==> src/rtl/cpu_pkg.sv <==
// rtl/cpu_pkg.sv - shared loader types and constants
// Purpose: loader FSM state encoding and the byte width of one program word.
// Ports: none (package).
package cpu_pkg;

  typedef enum logic [2:0] {
    IDLE  = 3'd0,
    LEN   = 3'd1,
    DATA  = 3'd2,
    WRITE = 3'd3,
    CSUM  = 3'd4,
    DONE  = 3'd5,
    ERROR = 3'd6
  } loader_state_t;

  // Bytes per instruction word; also the PC / address step.
  localparam int unsigned WORD_BYTES = 2;

endpackage

==> src/rtl/byte_pair_assembler.sv <==
// rtl/byte_pair_assembler.sv - packs two stream bytes into one big-endian word
// Purpose: first accepted byte is held as [15:8]; the second completes the word.
// Ports:
//   clk        in   rising-edge clock
//   rst_b      in   synchronous active-low reset
//   clr        in   restart at the high byte (dominates byte_valid)
//   byte_in    in   8-bit byte, meaningful when byte_valid
//   byte_valid in   a byte is being transferred this cycle
//   word_out   out  {high byte, byte_in}, meaningful when word_valid
//   word_valid out  1-cycle pulse in the cycle the second byte is transferred
module byte_pair_assembler (
  input  logic        clk,
  input  logic        rst_b,
  input  logic        clr,
  input  logic [7:0]  byte_in,
  input  logic        byte_valid,
  output logic [15:0] word_out,
  output logic        word_valid
);

  logic       phase_q;
  logic       phase_d;
  logic [7:0] hi_q;
  logic [7:0] hi_d;

  always_comb begin
    phase_d = phase_q;
    hi_d    = hi_q;
    if (clr) begin
      phase_d = 1'b0;
    end else if (byte_valid) begin
      if (!phase_q) begin
        hi_d = byte_in;
      end
      phase_d = ~phase_q;
    end
  end

  // The word is presented combinationally so the owner can register it on the
  // same edge that accepts the low byte.
  assign word_valid = byte_valid & phase_q & ~clr;
  assign word_out   = {hi_q, byte_in};

  always_ff @(posedge clk) begin
    if (!rst_b) begin
      phase_q <= 1'b0;
      hi_q    <= 8'h00;
    end else begin
      phase_q <= phase_d;
      hi_q    <= hi_d;
    end
  end

endmodule

==> src/rtl/prog_loader.sv <==
// rtl/prog_loader.sv - framed byte-stream program loader into instruction memory
// Purpose: receives LEN | LEN data words | CSUM (all big-endian 16-bit), writes
//   each data word at BASE_ADDR + 2*index, and releases the CPU reset only after
//   a load whose checksum (XOR of data words) matches.
// Ports:
//   clk, rst_b            clock, synchronous active-low reset
//   start                 1-cycle pulse arming a load from IDLE/DONE/ERROR
//   in_data/valid/ready   byte stream, transfer when valid & ready
//   mem_e/we/addr/wdata   write port to MemoryUnit, active only in WRITE
//   cpu_rst_b             active-low CPU reset, high only in DONE
//   busy/done/error       status flags
//   word_cnt              words written so far in the current load
module prog_loader
  import cpu_pkg::*;
#(
  parameter int unsigned       DATA_W    = 16,
  parameter int unsigned       ADDR_W    = 16,
  parameter logic [ADDR_W-1:0] BASE_ADDR = 16'h0000,
  parameter logic [15:0]       MAX_WORDS = 16'd4096
) (
  input  logic              clk,
  input  logic              rst_b,
  input  logic              start,
  input  logic [7:0]        in_data,
  input  logic              in_valid,
  output logic              in_ready,
  output logic              mem_e,
  output logic              mem_we,
  output logic [ADDR_W-1:0] mem_addr,
  output logic [DATA_W-1:0] mem_wdata,
  output logic              cpu_rst_b,
  output logic              busy,
  output logic              done,
  output logic              error,
  output logic [15:0]       word_cnt
);

  loader_state_t     state_q;
  loader_state_t     state_d;
  logic [15:0]       word_cnt_q;
  logic [15:0]       len_q;
  logic [15:0]       xor_q;
  logic              mem_e_q;
  logic [ADDR_W-1:0] mem_addr_q;
  logic [DATA_W-1:0] mem_wdata_q;

  logic        arm;
  logic        xfer;
  logic [15:0] word;
  logic        word_valid;

  assign in_ready = (state_q == LEN) || (state_q == DATA) || (state_q == CSUM);
  assign xfer     = in_valid & in_ready;
  assign arm      = start && ((state_q == IDLE) || (state_q == DONE) || (state_q == ERROR));

  byte_pair_assembler u_asm (
    .clk        (clk),
    .rst_b      (rst_b),
    .clr        (arm),
    .byte_in    (in_data),
    .byte_valid (xfer),
    .word_out   (word),
    .word_valid (word_valid)
  );

  always_comb begin
    state_d = state_q;
    case (state_q)
      IDLE, DONE, ERROR: begin
        if (start) state_d = LEN;
      end
      LEN: begin
        if (word_valid) begin
          if (word > MAX_WORDS)  state_d = ERROR;
          else if (word == 16'd0) state_d = CSUM;
          else                   state_d = DATA;
        end
      end
      DATA: begin
        if (word_valid) state_d = WRITE;
      end
      WRITE: begin
        // Compare against the count as it will be after this write.
        if ((word_cnt_q + 16'd1) < len_q) state_d = DATA;
        else                              state_d = CSUM;
      end
      CSUM: begin
        if (word_valid) state_d = (word == xor_q) ? DONE : ERROR;
      end
      default: state_d = IDLE;
    endcase
  end

  always_ff @(posedge clk) begin
    if (!rst_b) begin
      state_q     <= IDLE;
      word_cnt_q  <= 16'd0;
      len_q       <= 16'd0;
      xor_q       <= 16'd0;
      mem_e_q     <= 1'b0;
      mem_addr_q  <= '0;
      mem_wdata_q <= '0;
    end else begin
      state_q <= state_d;
      // Write strobes are registered so they are high exactly for the WRITE cycle.
      mem_e_q <= (state_d == WRITE);
      if (arm) begin
        word_cnt_q <= 16'd0;
        xor_q      <= 16'd0;
      end
      if ((state_q == LEN) && word_valid) begin
        len_q <= word;
      end
      if ((state_q == DATA) && word_valid) begin
        mem_wdata_q <= word;
        mem_addr_q  <= BASE_ADDR + ADDR_W'(word_cnt_q * WORD_BYTES);
      end
      if (state_q == WRITE) begin
        word_cnt_q <= word_cnt_q + 16'd1;
        xor_q      <= xor_q ^ mem_wdata_q;
      end
    end
  end

  assign mem_e     = mem_e_q;
  assign mem_we    = mem_e_q;
  assign mem_addr  = mem_addr_q;
  assign mem_wdata = mem_wdata_q;
  assign word_cnt  = word_cnt_q;
  assign cpu_rst_b = (state_q == DONE);
  assign done      = (state_q == DONE);
  assign error     = (state_q == ERROR);
  assign busy      = (state_q == LEN) || (state_q == DATA) ||
                     (state_q == WRITE) || (state_q == CSUM);

endmodule

==> config.mk <==
export PLATFORM = sky130hd
export DESIGN_NAME = prog_loader
export DESIGN_NICKNAME = d
export VERILOG_FILES = /design/src/rtl/cpu_pkg.sv /design/src/rtl/byte_pair_assembler.sv /design/src/rtl/prog_loader.sv
export SDC_FILE = /design/constraint.sdc
export NUM_CORES = 1
export LEC_CHECK = 0
export ABC_AREA = 1
export ABC_CLOCK_PERIOD_IN_PS = 3300
export CELL_PAD_IN_SITES_DETAIL_PLACEMENT = 1
export CELL_PAD_IN_SITES_GLOBAL_PLACEMENT = 2
export CORE_MARGIN = 5
export CORE_UTILIZATION = 25
export CTS_BUF_LIST = sky130_fd_sc_hd__clkbuf_8 sky130_fd_sc_hd__clkbuf_16
export DETAILED_ROUTE_END_ITERATION = 16
export DONT_BUFFER_PORTS = 1
export GPL_TIMING_DRIVEN = 1
export HOLD_SLACK_MARGIN = 0.12
export PLACE_DENSITY = 0.61
export SYNTH_ARGS = -nofsm -noshare
export SYNTH_HDL_FRONTEND = slang
export SYNTH_SLANG_ARGS = --single-unit
export TNS_END_PERCENT = 1
==> constraint.sdc <==
create_clock -name clk -period 3.3 [get_ports clk]
set_input_delay 0.66 -clock clk [delete_from_list [all_inputs] [get_ports clk]]
set_output_delay 0.66 -clock clk [all_outputs]
set_load 0.02 [all_outputs]
==> results of run 1 <==
[sequential cells by signal, indices dropped and copies added (netlist names)]
name,cells
len_q,16
mem_wdata,16
word_cnt,16
xor_q,16
mem_addr,15
u_asm.hi_q,8
state_q,3
mem_e,1
u_asm.phase_q,1
[how the worst max path moves through the flow]
| stage | end | slack [ns] | depth (start not counted) |
|---|---|---|---|
| 2_1_floorplan | state_q[1] | 0.72 | 15 |
| 3_3_place_gp | state_q[1] | 0.60 | 15 |
| 3_5_place_dp | state_q[1] | 0.46 | 15 |
| 4_1_cts | state_q[1] | 0.45 | 15 |
| 5_1_grt | state_q[1] | 0.16 | 15 |
| 6_report | state_q[1] | 0.51 | 15 |
[cell usage after synthesis]
master / instances
buf_6: 3
xor2_1: 11
nor2_8: 1
dfxtp_1: 92
clkbuf_1: 16
nor3_2: 1
nor2_2: 1
buf_4: 4
a21oi_1: 83
nand2_2: 2
buf_2: 7
nor3_1: 17
a211oi_1: 1
nand4_1: 3
nor2_4: 1
nor4_1: 13
a31oi_1: 2
ha_1: 16
and2_1: 2
inv_1: 106
nand3_2: 1
a311oi_1: 4
nand3_1: 21
nand2_1: 142
o21ai_0: 62
or2_2: 4
conb_1: 1
o21a_1: 1
inv_2: 3
nor2_1: 50
buf_1: 1
[cell usage in the layout, fill, tap and decap left out, drive strengths merged, types with 13 or more instances in the layout]
master / count
nand2: 144
inv: 110
dfxtp: 92
a21oi: 83
o21ai: 62
nor2: 53
nand3: 22
nor3: 18
ha: 16
nor4: 13
[metal layers]
metal	global-route usage, %	routed length (microns)	vias up
li1	-	-	2123
met1	17.73	6966	2001
met2	24.45	7051	41
met3	3.426	523	12
met4	2.991	144	0
met5	0	0	-
[cell type report]
cell class	instances	area [sq um]
multi-input combinational	440	2207
clock buffer	10	239.0
timing repair buffer	9	80.08
sequential	92	1842
tap	229	286.5
clock inverter	4	18.77
fill	2235	13000
inverter	109	409.1
[kinds of logic after synthesis]
logic type,synth area share (%)
simple gates,24.21
compound gates,17.06
buf+inv,12.37
flops,39.86
fa+ha+maj,4.332
xor+xnor,2.085
other cells,0.08116
[where the power goes]
group          switching [mW]  internal [mW]
logic                   0.126         0.0504
clock network           0.441          0.517
registers              0.0188           1.13
[per-stage QoR]
stage | utilization [%] | setup slack, ns
2_1_floorplan | - | 0.7170
3_3_place_gp | 26.68 | 0.5998
3_5_place_dp | 26.68 | 0.4644
4_1_cts | 28.10 | 0.4542
5_1_grt | 28.10 | 0.1618
6_report | 28.10 | 0.5127
[worst max-delay path, cell delays in order, from the launching register on]
cell,delay [ns]
dfxtp_1,0.57
ha_1,0.26
nand2_1,0.06
nor2_1,0.15
nand3_1,0.13
nor3_1,0.23
nand2_1,0.10
and2_1,0.18
ha_1,0.27
nand2_1,0.07
nor4_1,0.27
nand2_1,0.12
nand3_1,0.08
nand2_1,0.05
nor2_1,0.08
nor2_1,0.04
==> flow_summary.toml, run 1 <==
[status]
status = "complete, no violations"

[worst_setup_path]
crit_start = "word_cnt[0]"
required_ns = 3.52
cp-end-kind = "register"
reg2regPathDepth = 15
reg2reg_to = "state_q[1]"
critPathKind = "register to register"
cp-start-kind = "register"
reg2reg_slack_ns = 0.51
arrival_ns = 3.00
rr_startpoint = "word_cnt[0]"
cp_max_fo = 7

[logic_synthesis]
synth_top_cell_area_share_pct = 39.86
ys_seq_elements = 92
synth_nets = 700
syn_area_sq_um = 4621
yosysTopAreaCell = "dfxtp_1"
ys_warn_count = 0
syn_avg_cell_area_sq_um = 6.876
synthCells = 672
synth-seq-area-share_pct = 39.86
yosysUniqueCellTypes = 31
synthTopCellsByArea = "dfxtp_1, nand2_1, a21oi_1"

[power_and_ir_drop]
power_mw = 2.280
ir_drop_mv = 0.2606
powerDensity_nw_per_um2 = 448.5
p_leak_nw = 1.976

[hold_path]
holdPathEnd = "mem_wdata[5]"
hp-start = "rst_b"
hp-class = "input port to register"
min_path_cells = 2

[clock_network]
h-tree-depth = 3
numCtsBuffers = 9
hold_buffers = 0
clockRootBuffer = "clkbuf_16"
ctsResizeCount = 0
cts.reportedPaths.clkPinSlew_ns = 0.07
cts_setup_buffers = 0
clock_latency_ns = 0.34
cts.sinks = 92
cts_tree = "built"
clockBufferDepth = 2

[cells_and_area]
layout-drive-gt1-share_pct = 5.422
num_antenna_cells = 0
fin_nets = 689
final_area_sq_um = 5082
fin_cells = 893
area_growth_pct = 9.992

[floorplan]
chipWidth_microns = 146.0
dieArea_sq_um = 21300
start_util_pct = 25.55
rows = 49
chipHeight_microns = 146.0
io_pins = 67
coreArea_sq_um = 18090

[placed_design]
place_area_sq_um = 4825
dpl.hpwl_microns = 10860
place_inst = 879
io_buffers = 0
place_congestion = 0.8387

[detailed_routing]
detail_route.drc_violations = 0
drt_iter0_drc = 157
first_pass_iters = 5
drt-total-wl_microns = 14690
ant_nets = 0
vias_per_cell = 4.677
wire_per_inst_microns = 16.45
vias = 4177

[sta]
finalHoldViolCount = 0
final.setup_skew_ns = 0.005681
rsz0062_at_grt = "no"
setup_total_negative_slack_ns = 0
hold_slack_ns = 0.4649
period_share_pct = 84.46
relSlewSlack_pct = 50.51
setup_viol = 0
tightest_slew_ns = 0.7396
period_minus_slack_ns = 2.787
max_freq_ghz = 0.3588
drv_slew = 0

[flow_run]
cap_violations = 0

[global_route]
grt_first_pass_wirelength_microns = 24160
grt_max_degree = 47
antenna_found_initial = 0
grt_pass1_vias = 4422
track_usage_pct = 14.08
overflow = 0
No activity file was read; power rests on OpenSTA's default activity.
==> inputs of run 2 (changes only) <==
--- a/config.mk
+++ b/config.mk
@@ -6,7 +6,7 @@
 export NUM_CORES = 1
 export LEC_CHECK = 0
 export ABC_AREA = 1
-export ABC_CLOCK_PERIOD_IN_PS = 3300
+export ABC_CLOCK_PERIOD_IN_PS = 2900
 export CELL_PAD_IN_SITES_DETAIL_PLACEMENT = 1
 export CELL_PAD_IN_SITES_GLOBAL_PLACEMENT = 2
 export CORE_MARGIN = 5
==> constraint.sdc (replaced) <==
create_clock -name clk -period 2.9 [get_ports clk]
set_input_delay 0.58 -clock clk [delete_from_list [all_inputs] [get_ports clk]]
set_output_delay 0.58 -clock clk [all_outputs]
set_load 0.02 [all_outputs]
==> run 2 against run 1 <==
Cell count is 1.1% higher. Via count up 1.8%. Die area unchanged. Flip-flop and latch count unchanged. First-iteration DRC count fell by 8.9%. Sequential power increased by 13%. Non-clock buffer count increased by 9. Critical path depth shrank 1. Cell area is 1.9% higher. Largest power group unchanged. Highest routed layer unchanged.
==> flow_summary.toml, run 2 (synthesized netlist as in run 1, its figures left out) <==
[floorplan]
chipHeight_microns = 146.0
start_util_pct = 25.55
rows = 49
chipWidth_microns = 146.0
dieArea_sq_um = 21300
io_pins = 67
coreArea_sq_um = 18090

[clock_network]
h-tree-depth = 3
clock_latency_ns = 0.35
cts_tree = "built"
ctsResizeCount = 0
cts.sinks = 92
cts_setup_buffers = 0
clockBufferDepth = 2
clockRootBuffer = "clkbuf_16"
cts.reportedPaths.clkPinSlew_ns = 0.07
hold_buffers = 0
numCtsBuffers = 9

[global_route]
grt_max_degree = 48
grt_pass1_vias = 4387
overflow = 0
antenna_found_initial = 0
track_usage_pct = 13.94
grt_first_pass_wirelength_microns = 23830

[hold_path]
hp-class = "input port to register"

[worst_setup_path]
path_common_cell = "nor2_1"
critPathKind = "register to register"
cp_max_fo = 6
cp-end-kind = "register"
path_cells = "buf_4 > nand3_1 > nor3_2 > inv_1 > nor2_1 > xor2_1 > ha_1 > a21oi_1 > o21ai_0 > a21oi_1 > nand3_1 > nand2_1 > nor2_1 > nor2_1"
cpMaxStageDelayCell = "dfxtp_1"
required_ns = 3.18
arrival_ns = 2.82
cp-start-kind = "register"
max_stage_delay_ns = 0.34

[cells_and_area]
layout_commonest_cell = "nand2_1"
num_antenna_cells = 0
area_growth_pct = 12.13
fillers = 2211
layout-drive-gt1-share_pct = 6.825
mostFrequentLayoutCells = "nand2_1, inv_1, dfxtp_1"
fin_nets = 698

[detailed_routing]
wl_met3_microns = 538
wl_met2_microns = 7050
vias_per_cell = 4.708
drt_iter0_drc = 143
ant_nets = 0
wl_met1_microns = 6780
wire_per_inst_microns = 16.24
first_pass_iters = 4
drt-total-wl_microns = 14660
top_layer = "met4"
vias = 4251
detail_route.drc_violations = 0

[sta]
finalHoldViolCount = 0
setup_total_negative_slack_ns = 0
relSlewSlack_pct = 50.49
tightest_slew_ns = 0.7406
drv_slew = 0
period_share_pct = 87.36
rsz0062_at_grt = "no"
final.setup_skew_ns = 0.008544
setup_viol = 0
max_freq_ghz = 0.3947
period_minus_slack_ns = 2.533
setup_ws_ns = 0.3667

[power_and_ir_drop]
ir_drop_mv = 0.2643
internal_power_mw = 2.006
power.switching_mw = 0.6607
power_frac_clock_pct = 43.6
powerDensity_nw_per_um2 = 514.8
pwr-share-comb_pct = 7.5
seqPwrFrac_pct = 48.9
p_leak_nw = 2.039
switching_share_pct = 24.77

[placed_design]
dpl.hpwl_microns = 11010
dp_slack_ns = 0.3556
io_buffers = 0
place_congestion = 0.7588

[status]
status = "complete, no violations"

[flow_run]
cap_violations = 0
run 2: cell types whose count changed in the layout (fill, tap and decap cells not counted), sizes merged:
| cell | change |
|---|---|
| clkinv | -2 |
| clkbuf | +3 |
| buf | +9 |
run 2: worst paths after layout:
check,from,endpoint,slack (ns),cells after the start
setup reg to reg,word_cnt[0],state_q[1],0.37,14
setup / recovery,word_cnt[0],state_q[1],0.37,14
hold reg to reg,len_q[11],len_q[11],0.46,2
hold / removal,rst_b,mem_wdata[14],0.38,2
run 2: critical path: cells and delay by family, from the launching register on:
family / cells / cell delay [ns]
and+or+nand+nor: 7 / 0.85
DFF: 1 / 0.34
buffers and inverters: 2 / 0.28
AOI/OAI and AO/OA: 3 / 0.42
xor gates and xnor gates: 1 / 0.26
adders and majority gates: 1 / 0.30
run 2: stage by stage:
step	hold slack [ns]	cells	instance area [sq um]	utilization [%]	total power [mW]
2_1_floorplan	0.4353	672	4621	-	1.483
3_3_place_gp	0.4553	888	4892	27.05	1.535
3_5_place_dp	0.4601	888	4892	27.05	1.538
4_1_cts	0.3539	903	5181	28.65	2.730
5_1_grt	0.3598	903	5181	28.65	2.802
6_report	0.3769	903	5181	28.65	2.667
run 2: layer usage:
layer  vias up  track usage, %
met5         -               0
met4         0           5.271
met3        21           3.052
met2        52           23.70
met1      2038           17.26
li1       2140               -
run 2: cell type report:
type / count / area (sq um) / area share, %
clock buffer: 13 / 280.3 / 5.409
sequential: 92 / 1842 / 35.55
timing repair buffer: 18 / 147.6 / 2.850
tap: 229 / 286.5 / 5.530
clock inverter: 2 / 8.758 / 0.1690
inverter: 109 / 409.1 / 7.897
multi-input combinational: 440 / 2207 / 42.60
run 2: power by group through the flow:
stage          Sequential (mW)  Clock, mW  Combinational (mW)
3_3_place_gp              1.33          0               0.203
5_1_grt                   1.31       1.27               0.231
6_report                  1.30       1.16               0.201
3_5_place_dp              1.33          0               0.205
2_1_floorplan             1.32          0               0.159
4_1_cts                   1.30       1.22               0.206
